<file path="src/rtl/lc3_pkg.sv">
// Shared LC3 register-file types and constants used by the writeback path.
package lc3_pkg;

    localparam int WORD_W     = 16;
    localparam int REG_ADDR_W = 3;
    localparam int NUM_REGS   = 8;

    typedef struct packed {
        logic [REG_ADDR_W-1:0] addr;
        logic [WORD_W-1:0]     data;
    } rf_wr_t;

    // Relative age of the two holding slots when both are occupied.
    typedef enum logic [1:0] {
        AGE_NONE     = 2'd0,
        AGE_EX_OLDER = 2'd1,
        AGE_LD_OLDER = 2'd2
    } age_t;

endpackage

</file>
<file path="src/rtl/wr_hold_slot.sv">
// One-deep holding register for a writeback request; can drain and refill on the same edge.
module wr_hold_slot
    import lc3_pkg::*;
(
    input  logic                  clk,
    input  logic                  rst,
    input  logic                  valid_i,
    input  logic [REG_ADDR_W-1:0] addr_i,
    input  logic [WORD_W-1:0]     data_i,
    input  logic                  drain_i,
    output logic                  ready_o,
    output logic                  accept_o,
    output logic                  occupied_o,
    output rf_wr_t                entry_o
);

    logic   occ_q, occ_d;
    rf_wr_t entry_q, entry_d;

    assign ready_o    = !occ_q || drain_i;
    assign accept_o   = valid_i && ready_o;
    assign occupied_o = occ_q;
    assign entry_o    = entry_q;

    always_comb begin
        occ_d   = occ_q;
        entry_d = entry_q;
        if (accept_o) begin
            occ_d        = 1'b1;
            entry_d.addr = addr_i;
            entry_d.data = data_i;
        end else if (drain_i) begin
            occ_d = 1'b0;
        end
    end

    always_ff @(posedge clk or posedge rst) begin
        if (rst) begin
            occ_q   <= 1'b0;
            entry_q <= '0;
        end else begin
            occ_q   <= occ_d;
            entry_q <= entry_d;
        end
    end

endmodule

</file>
<file path="src/rtl/regfile_wr_arbiter.sv">
// Arbitrates the execute and load writeback slots onto the single regfile write port,
// oldest write first, and publishes which registers still have a write in flight.
module regfile_wr_arbiter
    import lc3_pkg::*;
#(
    parameter int DATA_W = WORD_W,
    parameter int ADDR_W = REG_ADDR_W,
    parameter int NREGS  = NUM_REGS
) (
    input  logic              clk,
    input  logic              rst,
    input  logic              ex_valid,
    output logic              ex_ready,
    input  logic [ADDR_W-1:0] ex_addr,
    input  logic [DATA_W-1:0] ex_data,
    input  logic              ld_valid,
    output logic              ld_ready,
    input  logic [ADDR_W-1:0] ld_addr,
    input  logic [DATA_W-1:0] ld_data,
    output logic              writeEN,
    output logic [ADDR_W-1:0] wrAddr,
    output logic [DATA_W-1:0] wrData,
    output logic              grant_ld,
    output logic [NREGS-1:0]  pending
);

    age_t   age_q, age_d;
    logic   rr_q, rr_d;
    logic   ex_occ, ld_occ, ex_acc, ld_acc;
    logic   ex_grant, ld_grant, sel_ld, tie_rr;
    logic   ex_occ_d, ld_occ_d;
    rf_wr_t ex_entry, ld_entry;

    wr_hold_slot u_ex_slot (
        .clk        (clk),
        .rst        (rst),
        .valid_i    (ex_valid),
        .addr_i     (ex_addr),
        .data_i     (ex_data),
        .drain_i    (ex_grant),
        .ready_o    (ex_ready),
        .accept_o   (ex_acc),
        .occupied_o (ex_occ),
        .entry_o    (ex_entry)
    );

    wr_hold_slot u_ld_slot (
        .clk        (clk),
        .rst        (rst),
        .valid_i    (ld_valid),
        .addr_i     (ld_addr),
        .data_i     (ld_data),
        .drain_i    (ld_grant),
        .ready_o    (ld_ready),
        .accept_o   (ld_acc),
        .occupied_o (ld_occ),
        .entry_o    (ld_entry)
    );

    // Same-edge tie to the same register always goes ex first so the load value lands last.
    always_comb begin
        sel_ld = 1'b0;
        tie_rr = 1'b0;
        if (ld_occ && !ex_occ) begin
            sel_ld = 1'b1;
        end else if (ex_occ && ld_occ) begin
            case (age_q)
                AGE_LD_OLDER: sel_ld = 1'b1;
                AGE_EX_OLDER: sel_ld = 1'b0;
                default: begin
                    if (ex_entry.addr != ld_entry.addr) begin
                        sel_ld = rr_q;
                        tie_rr = 1'b1;
                    end
                end
            endcase
        end
    end

    assign ex_grant = ex_occ && !sel_ld;
    assign ld_grant = ld_occ && sel_ld;
    assign ex_occ_d = ex_acc || (ex_occ && !ex_grant);
    assign ld_occ_d = ld_acc || (ld_occ && !ld_grant);

    always_comb begin
        age_d = age_q;
        rr_d  = rr_q ^ tie_rr;
        if (!ex_occ_d || !ld_occ_d) begin
            age_d = AGE_NONE;
        end else if (ex_acc && !ld_acc) begin
            age_d = AGE_LD_OLDER;
        end else if (ld_acc && !ex_acc) begin
            age_d = AGE_EX_OLDER;
        end else if (ex_acc && ld_acc) begin
            age_d = AGE_NONE;
        end
    end

    always_ff @(posedge clk or posedge rst) begin
        if (rst) begin
            age_q <= AGE_NONE;
            rr_q  <= 1'b0;
        end else begin
            age_q <= age_d;
            rr_q  <= rr_d;
        end
    end

    assign writeEN  = ex_grant || ld_grant;
    assign grant_ld = ld_grant;
    assign wrAddr   = ld_grant ? ld_entry.addr : (ex_grant ? ex_entry.addr : '0);
    assign wrData   = ld_grant ? ld_entry.data : (ex_grant ? ex_entry.data : '0);

    // Decoded straight from slot flops, so decode never sees a combinational input path.
    for (genvar gi = 0; gi < NREGS; gi++) begin : g_pending
        assign pending[gi] = (ex_occ && (ex_entry.addr == ADDR_W'(gi)))
                          || (ld_occ && (ld_entry.addr == ADDR_W'(gi)));
    end

endmodule

</file>
<file path="config.mk">
export PLATFORM = sky130hd
export DESIGN_NAME = regfile_wr_arbiter
export DESIGN_NICKNAME = d
export VERILOG_FILES = /design/src/rtl/lc3_pkg.sv /design/src/rtl/wr_hold_slot.sv /design/src/rtl/regfile_wr_arbiter.sv
export SDC_FILE = /design/constraint.sdc
export NUM_CORES = 1
export LEC_CHECK = 0
export CORE_MARGIN = 8
export CORE_UTILIZATION = 46
export CTS_BUF_LIST = sky130_fd_sc_hd__clkbuf_8 sky130_fd_sc_hd__clkbuf_16
export DETAILED_ROUTE_END_ITERATION = 10
export GPL_ROUTABILITY_DRIVEN = 0
export PLACE_DENSITY_LB_ADDON = 0.25
export SYNTH_ARGS = -nofsm -noshare
export SYNTH_HDL_FRONTEND = slang
export SYNTH_SLANG_ARGS = --single-unit
</file>
<file path="constraint.sdc">
create_clock -name clk -period 2.6 [get_ports clk]
set_input_delay 0.52 -clock clk [delete_from_list [all_inputs] [get_ports clk]]
set_output_delay 0.52 -clock clk [all_outputs]
set_load 0.02 [all_outputs]
</file>
==> summary.md <==
| Metric | Value |
|---|---|
| DRC viols | `0` |
| Fin area | `~0.0031 mm2` |
| Tmin final | `2568 ps` |
| WS Path Type | `reg2out` |
| Critical path arrival | `2050 ps` |
| Hold Path Cell Cnt | `1` |
| Final period utilization | `~100%` |
| Final ANT Viol Nets | `0` |
| Synthesized area per cell | `between 10 and 15 um2` |
| Fillers | `around 400` |
| Post-DP HPWL | `4.208 mm` |
| Fin. Hold Viols | `0` |
| Pre-CTS WS | `-94.62 ps` |
| Final std cells w/o fill | `around 340` |
| Max-Cap Viols | `0` |
| Clock sinks | `43` |
| Total Routed Length | `around 5.4 mm` |
| Die W | `roughly 85 um` |
| Drt pass-1 iters | `4` |
| Die Height | `roughly 85 um` |
| Routed len/inst | `15.90 um` |
| Maximum vdd drop | `556.2 uV` |
| Tot GR Track Use | `between 10% and 20%` |
| IO Port Bufs | `72` |
| CTS Buf Count | `5` |
| Hold Worst Slack | `between 400 and 500 ps` |
| Max Buffers Root-to-Sink | `2` |
| Synth Cell Area | `0.002202 mm2` |
| Largest net degree at the start of global routing | `26` |
| Final WS setup | `approximately 32 ps` |
| Total negative slack | `0 ps` |
| Unique cell type count in the Yosys netlist | `28` |
| First-pass GRT wire length | `approximately 8.7 mm` |
| Layout cells sized above 1 | `28.92%` |
| CTS tree | `yes` |
| F_max | `slightly below 400 MHz` |
| IO Pins | `73` |
| Die ar. | `slightly above 0.007 mm2` |
| Multi-input combinational cell area | `0.001032 mm2` |
| Synth warn | `0` |
| Initial antenna violation count | `0` |
| Largest stage delay on the critical path | `around 400 ps` |
| Area grow syn2layout | `42.67%` |
| Root buffer cell | `clkbuf_8` |
| Status | `complete, no violations` |
| Crit Path Max Fanout | `8` |
| Final setup fails | `0` |
| Routed via count | `around 1,700` |
| Critical path launch point type | `flop` |
| Power per cell area | `approximately 1000 mW/mm2` |
| Worst R2R Start | `age_q[1]` |
| Syn_nets | `between 200 and 250` |
| RSZ-0062 raised after global routing | `yes` |
| Clock skew | `9.381 ps` |
| Worst slew pin tran | `just over 700 ps` |
| CP required | `around 2100 ps` |
| WHS Endpoint | `u_ld_slot.entry_o[2]` |
| DP Area | `0.003079 mm2` |
| Gate Count Post-Synth | `196` |
| #FFs+latches synth | `between 40 and 50` |
| DRT iter0 DRCs | `36` |
| Initial Utilization | `a little under half` |
| Placed Cells | `about 330` |
| Worst skew pair latency | `around 290 ps` |
| Worst slew margin | `approximately 52%` |
| Final #Nets | `~330` |
| Hold Startpoint | `u_ld_slot.entry_o[2]` |
| R2R Setup Slk | `about 630 ps` |
| Vias per cell | `a little over 5` |
| Lkg Pwr | `1.504 nW` |
| Grt total ovfl | `0` |
| Class of the worst hold path | `reg2reg` |
| Fin. max-slew vios | `0` |
| Core region area | `0.004661 mm2` |
| Htree depth | `2` |
| Sequential Area | `around 0.0011 mm2` |
| Seq/Total Area, Yosys | `between 40 and 50%` |
| Clock transition at the registers of the reported paths | `roughly 80 ps` |
| Ant diodes | `0` |
| Reg-to-reg critical path endpoint | `u_ld_slot.entry_o[10]` |
| Crit path cell chain | `ha_4 -> nand2b_4 -> nand2_2 -> o21ai_2 -> buf_6 -> buf_6 -> mux2i_1 -> buf_4` |
| FF-to-FF path depth | `7` |
| Vias in the first global route | `approximately 1,800` |
| Slowest-stage cell, CP | `dfrtp_1` |
| Cell mode on critical path | `buf_6` |
| Worst setup EP type | `output port` |
| Cell Rows | `25` |
==> area by class of cell <==
| cell class | instances | share of cell area [%] |
|---|---|---|
| flip-flops and latches | 43 | 34.25 |
| multi-input cells | 122 | 32.86 |
| repair buffers | 92 | 25.53 |
| inverters | 22 | 2.628 |
| clock buffers | 5 | 2.190 |
| well taps | 54 | 2.151 |
| clock inverters | 3 | 0.3982 |
==> through the flow <==
stage / total power [mW] / util (%)
finish: 3.279 / 67.41
global route: 3.489 / 67.41
CTS: 3.275 / 66.82
detailed placement: 2.996 / 66.07
global placement: 2.947 / 66.07
floorplan: 2.168 / -
==> power breakdown <==
group | total (mW) | switching (mW) | internal [mW]
clock network | 0.395 | 0.214 | 0.181
registers | 1.02 | 0.132 | 0.893
logic | 1.86 | 0.977 | 0.883
==> worst max-delay path: cells and delay by family (launching register included) <==
kind	cells	cell delay, ps
buffers and inverters	3	470
flip-flops	1	400
AO/OA/AOI/OAI	1	210
multiplexers	1	190
AND/OR/NAND/NOR	2	190
adder cells (fa/ha/maj)	1	300
==> repair_timing <==
action	in CTS	in global routing
pin swaps	0	2
hold endpoints to repair	0	0
hold buffers	0	0
gates cloned	0	0
endpoints found under the setup margin	22	6
resized for setup	77	8
buffers inserted	1	3
==> cell usage in the layout (no fill, tap or decap), drive strengths merged <==
master         synthesis  routed
clkinv                 0       2
nand3                  1       1
and2                   2       2
dlygate4sd2            0       4
buf                    5      38
o2bb2ai                1       1
a31oi                  1       1
xnor2                  3       3
o31ai                  1       1
mux2                  38      38
xor2                   1       1
a21o                   1       1
ha                     1       1
o21ai                  4       4
and3                   1       1
clkbuf                 4       5
mux2i                 18      18
or2                    2       2
nand2                 28      28
dfrtp                 43      43
inv                   22      23
o32ai                  2       2
a41oi                  1       1
nor2b                  2       2
nor2                   2       2
clkdlybuf4s50          0      50
nand2b                 6       6
o22ai                  6       6
==> worst max path at each step <==
| stage | slack (ps) | cells past startpoint | to | from |
|---|---|---|---|---|
| floorplan | 140 | 7 | wrData[10] | u_ld_slot.entry_o[16] |
| global placement | -60 | 7 | wrData[3] | age_q[1] |
| detailed placement | -90 | 7 | wrData[3] | age_q[1] |
| CTS | 6 | 8 | wrData[6] | age_q[1] |
| global route | -40 | 8 | wrData[6] | age_q[1] |
| finish | 30 | 8 | wrData[6] | age_q[1] |
==> synth_stat cells, drive strengths merged <==
library cell | n | area, um2
ha | 1 | 12.51
clkbuf | 4 | 17.52
o2bb2ai | 1 | 8.760
a41oi | 1 | 8.760
and2 | 2 | 12.51
mux2 | 38 | 427.9
nand2b | 6 | 37.54
buf | 5 | 37.53
nand3 | 1 | 5.000
a21o | 1 | 7.510
o31ai | 1 | 21.27
xnor2 | 3 | 26.28
o21ai | 4 | 20.02
and3 | 1 | 6.260
or2 | 2 | 12.51
a31oi | 1 | 12.51
nand2 | 28 | 105.1
xor2 | 1 | 8.760
o22ai | 6 | 37.54
inv | 22 | 82.58
mux2i | 18 | 180.2
o32ai | 2 | 17.52
nor2 | 2 | 7.510
nor2b | 2 | 12.51
dfrtp | 43 | 1076
==> cell families after synthesis <==
kind of cell    after synthesis  synth area share, %
mux                          56                27.61
compound gates               17                6.080
buf+inv                      31                6.250
xor+xnor                      4                1.591
fa+ha+maj                     1               0.5681
flops                        43                48.86
simple gates                 44                9.034
==> routing by layer <==
metal | GRT usage [%] | part of all wire, %
met1 | 17.02 | 41
met2 | 25.85 | 51
met3 | 4.826 | 6.5
met4 | 6.796 | 1.6
met5 | 0 | 0
==> registers in the layout (all words and copies together), names as in the netlist <==
| name | count |
|---|---|
| age_q | 2 |
| rr_q | 1 |
| u_ex_slot.entry_o | 19 |
| u_ex_slot.occupied_o | 1 |
| u_ld_slot.entry_o | 19 |
| u_ld_slot.occupied_o | 1 |
Note: power is estimated with default switching activity, not from simulation.
==> RTL edit, RTL diff (same flow settings) <==
`NUM_REGS`: 8 -> 12.
--- a/src/rtl/lc3_pkg.sv
+++ b/src/rtl/lc3_pkg.sv
@@ -3,7 +3,7 @@
 
     localparam int WORD_W     = 16;
     localparam int REG_ADDR_W = 3;
-    localparam int NUM_REGS   = 8;
+    localparam int NUM_REGS   = 12;
 
     typedef struct packed {
         logic [REG_ADDR_W-1:0] addr;
Ports: changed (resized pending); port bits go from 73 to 77. The function was not compared with the original's and may differ.
==> RTL edit against the unedited design <==
- power up 12%
- wire length increased by 2.0%
- area after synthesis increased by 4.8%
- count of clock-buffer cells in the layout rose by 2
- sequential share of layout area fell by 2.2 points
- cell area is 7.0% higher
- worst setup slack improved by 0.011 ns
- combinational power rose by 17%
- non-clock buffer count grew 9
- global-route usage decreased by 0.14 points
- clock skew decreased by 0.0010 ns
- sequential cell count did not move
- clock power is 15% higher
==> RTL edit: results <==
group,metric,value,unit
outcome,outcome,"completed",
placed_design,place_area,3220,µm²
floorplanning,coreArea,4790,µm²
drt,num_vias,1765,
yosys,synth.distinct_cells,30,
cells_and_area,multi_input_area,1100,µm²
min_path,min-delay-start,"u_ld_slot.entry_o[10]",
drt,drtIter0Drc,48,
placed_design,dpl.cell_count,349,
yosys,synthesis.nets,243,
yosys,avgSynthCellArea,11.5,µm²
setup_path,r2r-start,"u_ex_slot.entry_o[17]",
setup_path,r2r_end,"u_ld_slot.entry_o[11]",
cells_and_area,buffers,101,
cells_and_area,flops_and_latches,43,
yosys,seq_area_frac_synth,46.6,%
placed_design,post-place-ws,-0.104,ns
global_route,grt_max_degree,23,
global_route,track_usage,15.1,%
cells_and_area,instances_no_fill,363,
timing,max_slew_margin,70.4,%
cells_and_area,nClkBuffers,7,
yosys,synthMuxAreaShare,28.0,%
yosys,synth_common_cells,"43 x dfrtp_1, 29 x nand2_1, 28 x mux2_2",
min_path,whs_endpoint,"u_ld_slot.entry_o[10]",
setup_path,rrSetupSlack,0.51,ns
cells_and_area,final-nonclk-buf-share,27.4,%
cells_and_area,finalInstanceArea,3360,µm²
placed_design,portBuffers,76,
drt,totalWireLength,5.53,mm
clock_network,cts_setup_buffers,3,
cells_and_area,fillers,377,
setup_path,rr_worst_depth,6,
global_route,grt_pass1_wl,9.07,mm
clock_network,cts_resized,82,
placed_design,hpwl,4.23,mm
yosys,synth_compound_area_share,6.18,%
cells_and_area,drive_gt1_share,33.8,%
yosys,synth_xor_area_share,2.17,%
-- RTL edit: cell count changes after synthesis, moves of 2 or more --
cell / change
mux2_1: -10
mux2_4: +10
buf_4: +5
clkbuf_2: -2
xnor2_1: -2
xnor2_2: +2
-- RTL edit: worst max-delay path by stage --
stage,startpoint,end,slack [ns],depth (start not counted)
3_3_place_gp,age_q[1],wrData[12],-0.04,7
3_5_place_dp,age_q[1],wrAddr[0],-0.10,7
6_report,age_q[1],wrData[5],0.04,8
4_1_cts,age_q[1],wrAddr[0],-0.006,7
2_1_floorplan,age_q[0],wrData[10],0.16,8
5_1_grt,age_q[1],wrData[5],-0.03,8
-- RTL edit: where the power goes --
part	internal (µW)	total (µW)	switching (µW)
combinational	1110	2170	1060
sequential	893	1040	148
clock	239	454	215
-- RTL edit: layer usage --
layer / up-vias / GRT usage [%] / part of all wire (%)
li1: 853 / - / -
met1: 857 / 17.0 / 42
met2: 51 / 26.5 / 50
met3: 4 / 5.58 / 7.7
met4: 0 / 2.82 / 0.52
met5: - / 0 / 0
